--- config.mk ---
export PLATFORM = sky130hd
export DESIGN_NAME = fetch_unit
export DESIGN_NICKNAME = d
export VERILOG_FILES = /design/src/rtl/riscv_definitions.sv /design/src/rtl/fetch_buffer.sv /design/src/rtl/fetch_unit.sv
export SDC_FILE = /design/constraint.sdc
export NUM_CORES = 1
export LEC_CHECK = 0
export BUFFER_PORTS_ARGS = -buffer_cell sky130_fd_sc_hd__buf_2
export CORE_MARGIN = 2
export CORE_UTILIZATION = 51
export CTS_CLUSTER_SIZE = 8
export DETAILED_ROUTE_END_ITERATION = 6
export HOLD_SLACK_MARGIN = 0.03
export PLACE_DENSITY = 0.76
export SLEW_MARGIN = 20
export SYNTH_ARGS = -nofsm -noshare
export SYNTH_HDL_FRONTEND = slang
export SYNTH_SLANG_ARGS = --single-unit
--- constraint.sdc ---
create_clock -name i_clk -period 3.2 [get_ports i_clk]
set_input_delay 0.64 -clock i_clk [delete_from_list [all_inputs] [get_ports i_clk]]
set_output_delay 0.64 -clock i_clk [all_outputs]
set_load 0.005 [all_outputs]
--- src/rtl/riscv_definitions.sv ---
`default_nettype none
// ============================================================================
// Package     : riscv_definitions
// Description : Shared types and constants for the instruction fetch unit.
// Revision    : 1.0 - initial release
// ============================================================================
package riscv_definitions;

  // Fetch controller states
  typedef enum logic [1:0] {
    ST_BOOT  = 2'd0,
    ST_RUN   = 2'd1,
    ST_FLUSH = 2'd2
  } fetch_state_t;

  // First fetch address after reset unless overridden at instantiation
  localparam logic [31:0] RESET_PC_DEFAULT = 32'h0000_0000;

  // Force an address onto a 32-bit word boundary
  function automatic logic [31:0] align_word(input logic [31:0] pc);
    return {pc[31:2], 2'b00};
  endfunction

endpackage
`default_nettype wire

--- src/rtl/fetch_buffer.sv ---
`default_nettype none
// ============================================================================
// Module      : fetch_buffer
// Description : Small circular FIFO of {instruction, pc} pairs sitting between
//               instruction memory responses and decode. Flush empties it in
//               one cycle and has priority over push/pop.
// Revision    : 1.0 - initial release
// ============================================================================
module fetch_buffer #(
  parameter int DEPTH = 2
) (
  input  logic                         i_clk,
  input  logic                         i_rst_n,
  input  logic                         i_push,
  input  logic [31:0]                  i_push_instr,
  input  logic [31:0]                  i_push_pc,
  input  logic                         i_pop,
  input  logic                         i_flush,
  output logic [31:0]                  o_instr,
  output logic [31:0]                  o_pc,
  output logic                         o_full,
  output logic                         o_empty,
  output logic [$clog2(DEPTH+1)-1:0]   o_count
);

  localparam int CW = $clog2(DEPTH + 1);
  localparam int PW = (DEPTH > 1) ? $clog2(DEPTH) : 1;
  localparam logic [PW-1:0] LAST_PTR   = PW'(DEPTH - 1);
  localparam logic [CW-1:0] FULL_COUNT = CW'(DEPTH);

  logic [31:0]   instr_q [DEPTH];
  logic [31:0]   pc_q    [DEPTH];
  logic [PW-1:0] rd_ptr_q;
  logic [PW-1:0] wr_ptr_q;
  logic [CW-1:0] count_q;
  logic          do_push;
  logic          do_pop;

  // Pointers wrap explicitly so non-power-of-two depths work
  function automatic logic [PW-1:0] ptr_inc(input logic [PW-1:0] p);
    return (p == LAST_PTR) ? '0 : p + PW'(1);
  endfunction

  assign do_push = i_push && (count_q != FULL_COUNT);
  assign do_pop  = i_pop  && (count_q != '0);

  // Entry storage, pointer and occupancy bookkeeping
  always_ff @(posedge i_clk or negedge i_rst_n) begin
    if (!i_rst_n) begin
      rd_ptr_q <= '0;
      wr_ptr_q <= '0;
      count_q  <= '0;
      for (int i = 0; i < DEPTH; i++) begin
        instr_q[i] <= '0;
        pc_q[i]    <= '0;
      end
    end else if (i_flush) begin
      rd_ptr_q <= '0;
      wr_ptr_q <= '0;
      count_q  <= '0;
    end else begin
      if (do_push) begin
        instr_q[wr_ptr_q] <= i_push_instr;
        pc_q[wr_ptr_q]    <= i_push_pc;
        wr_ptr_q          <= ptr_inc(wr_ptr_q);
      end
      if (do_pop) begin
        rd_ptr_q <= ptr_inc(rd_ptr_q);
      end
      case ({do_push, do_pop})
        2'b10:   count_q <= count_q + CW'(1);
        2'b01:   count_q <= count_q - CW'(1);
        default: count_q <= count_q;
      endcase
    end
  end

  assign o_instr = instr_q[rd_ptr_q];
  assign o_pc    = pc_q[rd_ptr_q];
  assign o_full  = (count_q == FULL_COUNT);
  assign o_empty = (count_q == '0);
  assign o_count = count_q;

endmodule
`default_nettype wire

--- src/rtl/fetch_unit.sv ---
`default_nettype none
// ============================================================================
// Module      : fetch_unit
// Description : Sequential instruction fetcher with credit-limited memory
//               requests, an instruction buffer toward decode, and redirect
//               handling that drops stale in-flight responses via a kill count.
// Revision    : 1.0 - initial release
// ============================================================================
module fetch_unit
  import riscv_definitions::*;
#(
  parameter logic [31:0] RESET_PC  = RESET_PC_DEFAULT,
  parameter int          BUF_DEPTH = 2
) (
  input  logic        i_clk,
  input  logic        i_rst_n,
  output logic        o_imem_req_valid,
  input  logic        i_imem_req_ready,
  output logic [31:0] o_imem_addr,
  input  logic        i_imem_rsp_valid,
  input  logic [31:0] i_imem_rsp_data,
  input  logic        i_redirect_valid,
  input  logic [31:0] i_redirect_pc,
  output logic        o_instr_valid,
  input  logic        i_instr_ready,
  output logic [31:0] o_instr,
  output logic [31:0] o_pc,
  output logic        o_misaligned
);

  localparam int CW = $clog2(BUF_DEPTH + 1);
  localparam int UW = CW + 1;
  localparam logic [UW-1:0] CREDIT_LIMIT = UW'(BUF_DEPTH);

  fetch_state_t  state_q, state_d;
  logic [31:0]   pc_q, pc_d;          // next address to request
  logic [31:0]   rsp_pc_q, rsp_pc_d;  // address of the next live response
  logic [CW-1:0] outstanding_q, outstanding_d;
  logic [CW-1:0] kill_q, kill_d;
  logic [CW-1:0] out_next;
  logic          misaligned_q, misaligned_d;

  logic [31:0]   buf_instr;
  logic [31:0]   buf_pc;
  logic          buf_full;
  logic          buf_empty;
  logic [CW-1:0] buf_count;

  logic [UW-1:0] credit_used;
  logic          req_valid;
  logic          req_fire;
  logic          instr_valid;
  logic          pop;
  logic          push;
  logic          flush;

  // Decode never sees a handshake in a redirect cycle. A same-cycle pop frees
  // a buffer slot before any new request can respond, so it releases a credit
  // immediately; this keeps one instruction per cycle with a 1-cycle memory.
  assign instr_valid = !buf_empty && !i_redirect_valid;
  assign pop         = instr_valid && i_instr_ready;
  assign credit_used = UW'(outstanding_q) + UW'(buf_count) - UW'(pop);
  assign req_valid   = (state_q != ST_BOOT) && (credit_used < CREDIT_LIMIT);
  assign req_fire    = req_valid && i_imem_req_ready;

  // Next-state: PCs, credit/kill counters, buffer push/flush, FSM transition
  always_comb begin
    state_d       = state_q;
    pc_d          = pc_q;
    rsp_pc_d      = rsp_pc_q;
    kill_d        = kill_q;
    misaligned_d  = 1'b0;
    push          = 1'b0;
    flush         = 1'b0;
    out_next      = outstanding_q + CW'(req_fire) - CW'(i_imem_rsp_valid);
    outstanding_d = out_next;

    if (i_redirect_valid) begin
      // Everything still in flight after this cycle belongs to the old path,
      // including a request accepted right now at the old PC.
      flush        = 1'b1;
      pc_d         = align_word(i_redirect_pc);
      rsp_pc_d     = align_word(i_redirect_pc);
      kill_d       = out_next;
      misaligned_d = |i_redirect_pc[1:0];
      state_d      = (out_next != '0) ? ST_FLUSH : ST_RUN;
    end else begin
      if (req_fire) begin
        pc_d = pc_q + 32'd4;
      end
      if (i_imem_rsp_valid) begin
        if (kill_q != '0) begin
          kill_d = kill_q - CW'(1);
        end else begin
          push     = !buf_full;
          rsp_pc_d = rsp_pc_q + 32'd4;
        end
      end
      case (state_q)
        ST_BOOT:  state_d = ST_RUN;
        ST_RUN:   state_d = ST_RUN;
        ST_FLUSH: state_d = (kill_d == '0) ? ST_RUN : ST_FLUSH;
        default:  state_d = ST_BOOT;
      endcase
    end
  end

  // Controller registers with asynchronous reset
  always_ff @(posedge i_clk or negedge i_rst_n) begin
    if (!i_rst_n) begin
      state_q       <= ST_BOOT;
      pc_q          <= RESET_PC;
      rsp_pc_q      <= RESET_PC;
      outstanding_q <= '0;
      kill_q        <= '0;
      misaligned_q  <= 1'b0;
    end else begin
      state_q       <= state_d;
      pc_q          <= pc_d;
      rsp_pc_q      <= rsp_pc_d;
      outstanding_q <= outstanding_d;
      kill_q        <= kill_d;
      misaligned_q  <= misaligned_d;
    end
  end

  fetch_buffer #(
    .DEPTH (BUF_DEPTH)
  ) u_buffer (
    .i_clk        (i_clk),
    .i_rst_n      (i_rst_n),
    .i_push       (push),
    .i_push_instr (i_imem_rsp_data),
    .i_push_pc    (rsp_pc_q),
    .i_pop        (pop),
    .i_flush      (flush),
    .o_instr      (buf_instr),
    .o_pc         (buf_pc),
    .o_full       (buf_full),
    .o_empty      (buf_empty),
    .o_count      (buf_count)
  );

  assign o_imem_req_valid = req_valid;
  assign o_imem_addr      = pc_q;
  assign o_instr_valid    = instr_valid;
  assign o_instr          = buf_empty ? 32'h0 : buf_instr;
  assign o_pc             = buf_empty ? 32'h0 : buf_pc;
  assign o_misaligned     = misaligned_q;

endmodule
`default_nettype wire

==> results.txt <==
* Achievable frequency: 320 MHz
- Among cell families on the critical path, the largest total delay comes from adder cells.
* Number of standard cells after synthesis: just under 900
- The repair_antennas step left the layout with diodes totalling 0.
- Relative to the synthesized area, the layout overhead comes to 19.2%.
* Count of cell instances traversed by the critical path: 10
- Count of pins over their slew limit: 0
* Non-filler cells in the finished layout: between 1,000 and 1,500
- Power density normalized to cell area: between 700 and 800 nW/um2
* Critical path fanouts, max: 5
* FF-to-FF Start: u_buffer.o_count[1]
- Proportion of synthesized flip-flops having asynchronous set or reset: 100%
- In this run the tightest slew margin relative to its limit is 49.7%.
- Number of antenna violations at the first check in global routing: 0
- In this run the static leakage power is about 5.1 nW.
- Total of max-cap violations: 0
- The later pin in the worst-skew pair is clocked with a latency of 430 ps.
- Total power for the finished layout comes to between 8 and 9 mW.
- Counting cells, the worst reg-to-reg path comes to 16.
- From bottom edge to top edge, the die measures between 100 and 150 um.
- Sum Neg Setup Slack: 0 ps
- The number of endpoints with negative hold slack in the final report is 0.
- After layout, the worst path uses between 90 and 100% of the clock period.
* Hold/Removal Path Class: input pin to asynchronous set/reset pin
- Maximum cell stage delay along the critical path: between 400 and 500 ps
- For this run the aggregate overflow at the end of global routing stands at 0.
- Area of the core: about 19,000 um2
- Seq/Total Area, Yosys: 49.4%
* Total routing resource utilization after global routing: roughly 23%
- The congestion estimate from routability-driven global placement came to a little over 0.9.
* Post-Syn Area per Cell: 11.1 um2
- Slew @ Worst Pin: approximately 750 ps
- Via density per instance: ~5.8
- Top-Level Pins: ~170
* Initial DRC Count: 412
- Placement row count: 50
- After detailed routing, the average wire length per cell comes to between 15 and 20 um.
- Setup repair after global routing could not meet its margin everywhere.
- Global-route wire length before repair: 37,300 um
- Counting every sink on the clock net gives roughly 200.
- The worst setup path is captured at an output port.
- The routed design has around 23,000 um of wire.
- Crit path required time: roughly 2600 ps
* Final nets: around 1,100
- In this run the deepest clock path goes through 2 buffers.
* Critical path launch point type: flop
- The routed layout has slightly below 8,000 vias.
- Buf+Inv Stages, Crit Path: 2
- Endpoint of the most critical setup path: o_imem_req_valid
- Once the floorplan was initialized, standard cells occupied a little over half of the core.
* Outcome: complete, no violations
- Clock transition at path regs: approximately 70 ps
* Root buf cell: clkbuf_16
* Maximum clock skew at final layout: about 11 ps
- Final HPWL DP: ~16,000 um
- In this run the tool buffered the top-level ports with ~160 buffer cells.
- The via count of the first global-routing pass was 7,283.
- For this run, the detailed router's first-pass iteration total came to 5.
- Number of warning messages in the yosys log: 0
- CTS tree: done
- The floorplan step defined a die boundary enclosing slightly above 20,000 um2.
- Among all flip-flop cells after synthesis, the most frequent one is dfrtp_1.
* Most common cell type on the critical path: nor2_4
* Horiz. Die Dim: between 100 and 150 um
- Number of CTS-inserted buffers: 17
- Number of H-tree branching levels: 4
- Synthesized flop and latch total: ~200
- The setup path with the least slack is of type flop to output port.
- Number of placed cells counting well taps: 1,291
- Cells with a size suffix above 1 make up around 36% of the layout.
- DRC Markers: 0
- Total setup violations reported at the end of the flow: 0
- The smallest clock period supported by the final layout is computed as roughly 3100 ps.
- Data arrives at the worst endpoint at about 2500 ps.
- Largest net degree at the start of global routing: between 70 and 80
* Maximum vdd drop: approximately 0.41 mV
- In this run the worst setup path begins at u_buffer.o_count[1].
* Number of flops mapped to enable cells by yosys: 0
- Summing every instance area after synthesis gives between 9000 and 10,000 um2.
- End of the worst register-to-register path: state_q[0]
- Traced cell by cell, the critical path runs through nor2_4, nor2_4, and2_1, ha_1, nand2b_4, fa_2, xnor2_2, buf_4, nor2_2, buf_2.
- Final cell utilization of the core: between 60% and 70%
* Netlist cell types: 52
* Remaining number of nets flagged by the antenna check after routing: 0
* Worst path slowest cell: dfrtp_1
- Cts hold-fix bufs: 0
- R2R Setup Slk: 160 ps
## state kept, by name, indices dropped and copies added, names as in the netlist
| name | count |
|---|---|
| u_buffer.instr_q | 64 |
| u_buffer.pc_q | 60 |
| o_imem_addr | 30 |
| rsp_pc_q | 30 |
| kill_q | 2 |
| outstanding_q | 2 |
| state_q | 2 |
| u_buffer.o_count | 2 |
| o_misaligned | 1 |
| u_buffer.rd_ptr_q | 1 |
| u_buffer.wr_ptr_q | 1 |
## where the power goes
part / total [mW] / internal, mW / switching, mW
sequential: 3.97 / 3.36 / 0.613
combinational: 2.76 / 1.52 / 1.24
clock: 2.12 / 1.07 / 1.05
## Yosys cell counts, types with 9 or more instances
cell type	number	area, um2
nor2b_1	11	68.8
or4_1	24	180
mux2_2	133	1500
o21ai_0	15	75.1
and4_1	14	123
o31ai_1	20	150
nor3_1	12	60.1
nand4_1	20	125
buf_2	11	55.1
a31oi_1	24	150
clkbuf_1	35	131
nand3_1	30	150
mux2i_1	65	651
a311oi_1	9	78.8
a21oi_1	13	65.1
nand2_1	30	113
nor2_1	107	402
a211oi_1	10	75.1
and3_1	9	56.3
dfrtp_1	195	4880
xor2_1	11	96.3
xnor2_1	10	87.6
nor4_1	12	75.1
inv_1	10	37.5
## logic make-up (layout without fill, tap and decap cells)
group / after synthesis / in the layout / synth area share, %
other: 1 / 4 / 0.0379
DFF: 195 / 195 / 49.4
muxes: 198 / 198 / 21.7
xor gates and xnor gates: 21 / 21 / 1.86
and+or+nand+nor: 297 / 297 / 15.7
AOI/OAI and AO/OA: 106 / 106 / 7.29
buffers and inverters: 69 / 236 / 3.08
adders and majority gates: 7 / 7 / 0.962
## final cells by class
type	instances	area (um2)
timing repair buffer	193	1120
clock buffer	18	439
fill	1513	7050
multi-input combinational	633	4820
sequential	195	4880
clock inverter	14	148
tap	260	325
inverter	11	41.3
## routing by layer
metal / vias to the layer above / part of all wire, % / global-route usage [%]
met3: 29 / 6.7 / 4.76
li1: 3600 / - / -
met4: 0 / 1.4 / 6.81
met5: - / 0 / 0
met2: 261 / 46 / 35.6
met1: 3829 / 46 / 33.3
## per-stage QoR
step                setup slack, ps  hold slack (ps)  instance area [um2]
floorplan                      -233              344                10000
global placement               -143              471                11200
detailed placement             -209              480                11200
CTS                            25.2              260                11800
global route                  -11.5              283                11800
finish                         79.8              240                11800
## cell usage in the layout (no fill, tap or decap), types with 5 or more instances in the layout
master,n
dfrtp_1,194
buf_2,163
mux2_2,133
nor2_1,103
mux2i_1,65
nand3_1,30
nand2_1,29
a31oi_1,24
or4_1,23
buf_4,23
o31ai_1,20
nand4_1,20
clkbuf_16,17
and4_1,14
a21oi_1,13
o21ai_0,13
nor3_1,12
nor4_1,12
nor2b_1,11
a211oi_1,10
xor2_1,10
inv_1,9
and3_1,9
a311oi_1,9
xnor2_1,8
inv_6,7
nand2b_1,6
or3_1,6
buf_12,6
and2_1,5
## worst register-to-register path: stages (launching register included)
cell      delay [ps]
dfrtp_1          410
nor2_4           140
nor2_4            50
and2_1           130
ha_1             260
nand2b_4         140
fa_2             370
buf_4            170
xor2_4           170
nand2_4           80
ha_4             260
inv_2             30
ha_4             150
xnor2_2          130
xnor2_1          190
o21ai_1          120
o21a_1           140
## how the worst min path moves through the flow
| stage | to | slack [ps] | cells past startpoint | start |
|---|---|---|---|---|
| after floorplan | kill_q[0] | 340 | 0 | i_rst_n |
| after global placement | u_buffer.pc_q[15] | 470 | 2 | u_buffer.pc_q[15] |
| after detailed placement | u_buffer.pc_q[15] | 480 | 2 | u_buffer.pc_q[15] |
| after CTS | u_buffer.pc_q[51] | 260 | 1 | i_rst_n |
| after global routing | u_buffer.pc_q[19] | 280 | 1 | i_rst_n |
| final | u_buffer.pc_q[19] | 240 | 1 | i_rst_n |
## what timing repair did
item                       in CTS  in global routing
pin swaps                       1                  1
setup buffers                   1                  0
setup endpoints to repair       1                  8
gates resized for setup         0                  3
(Power assumes the default switching activity.)
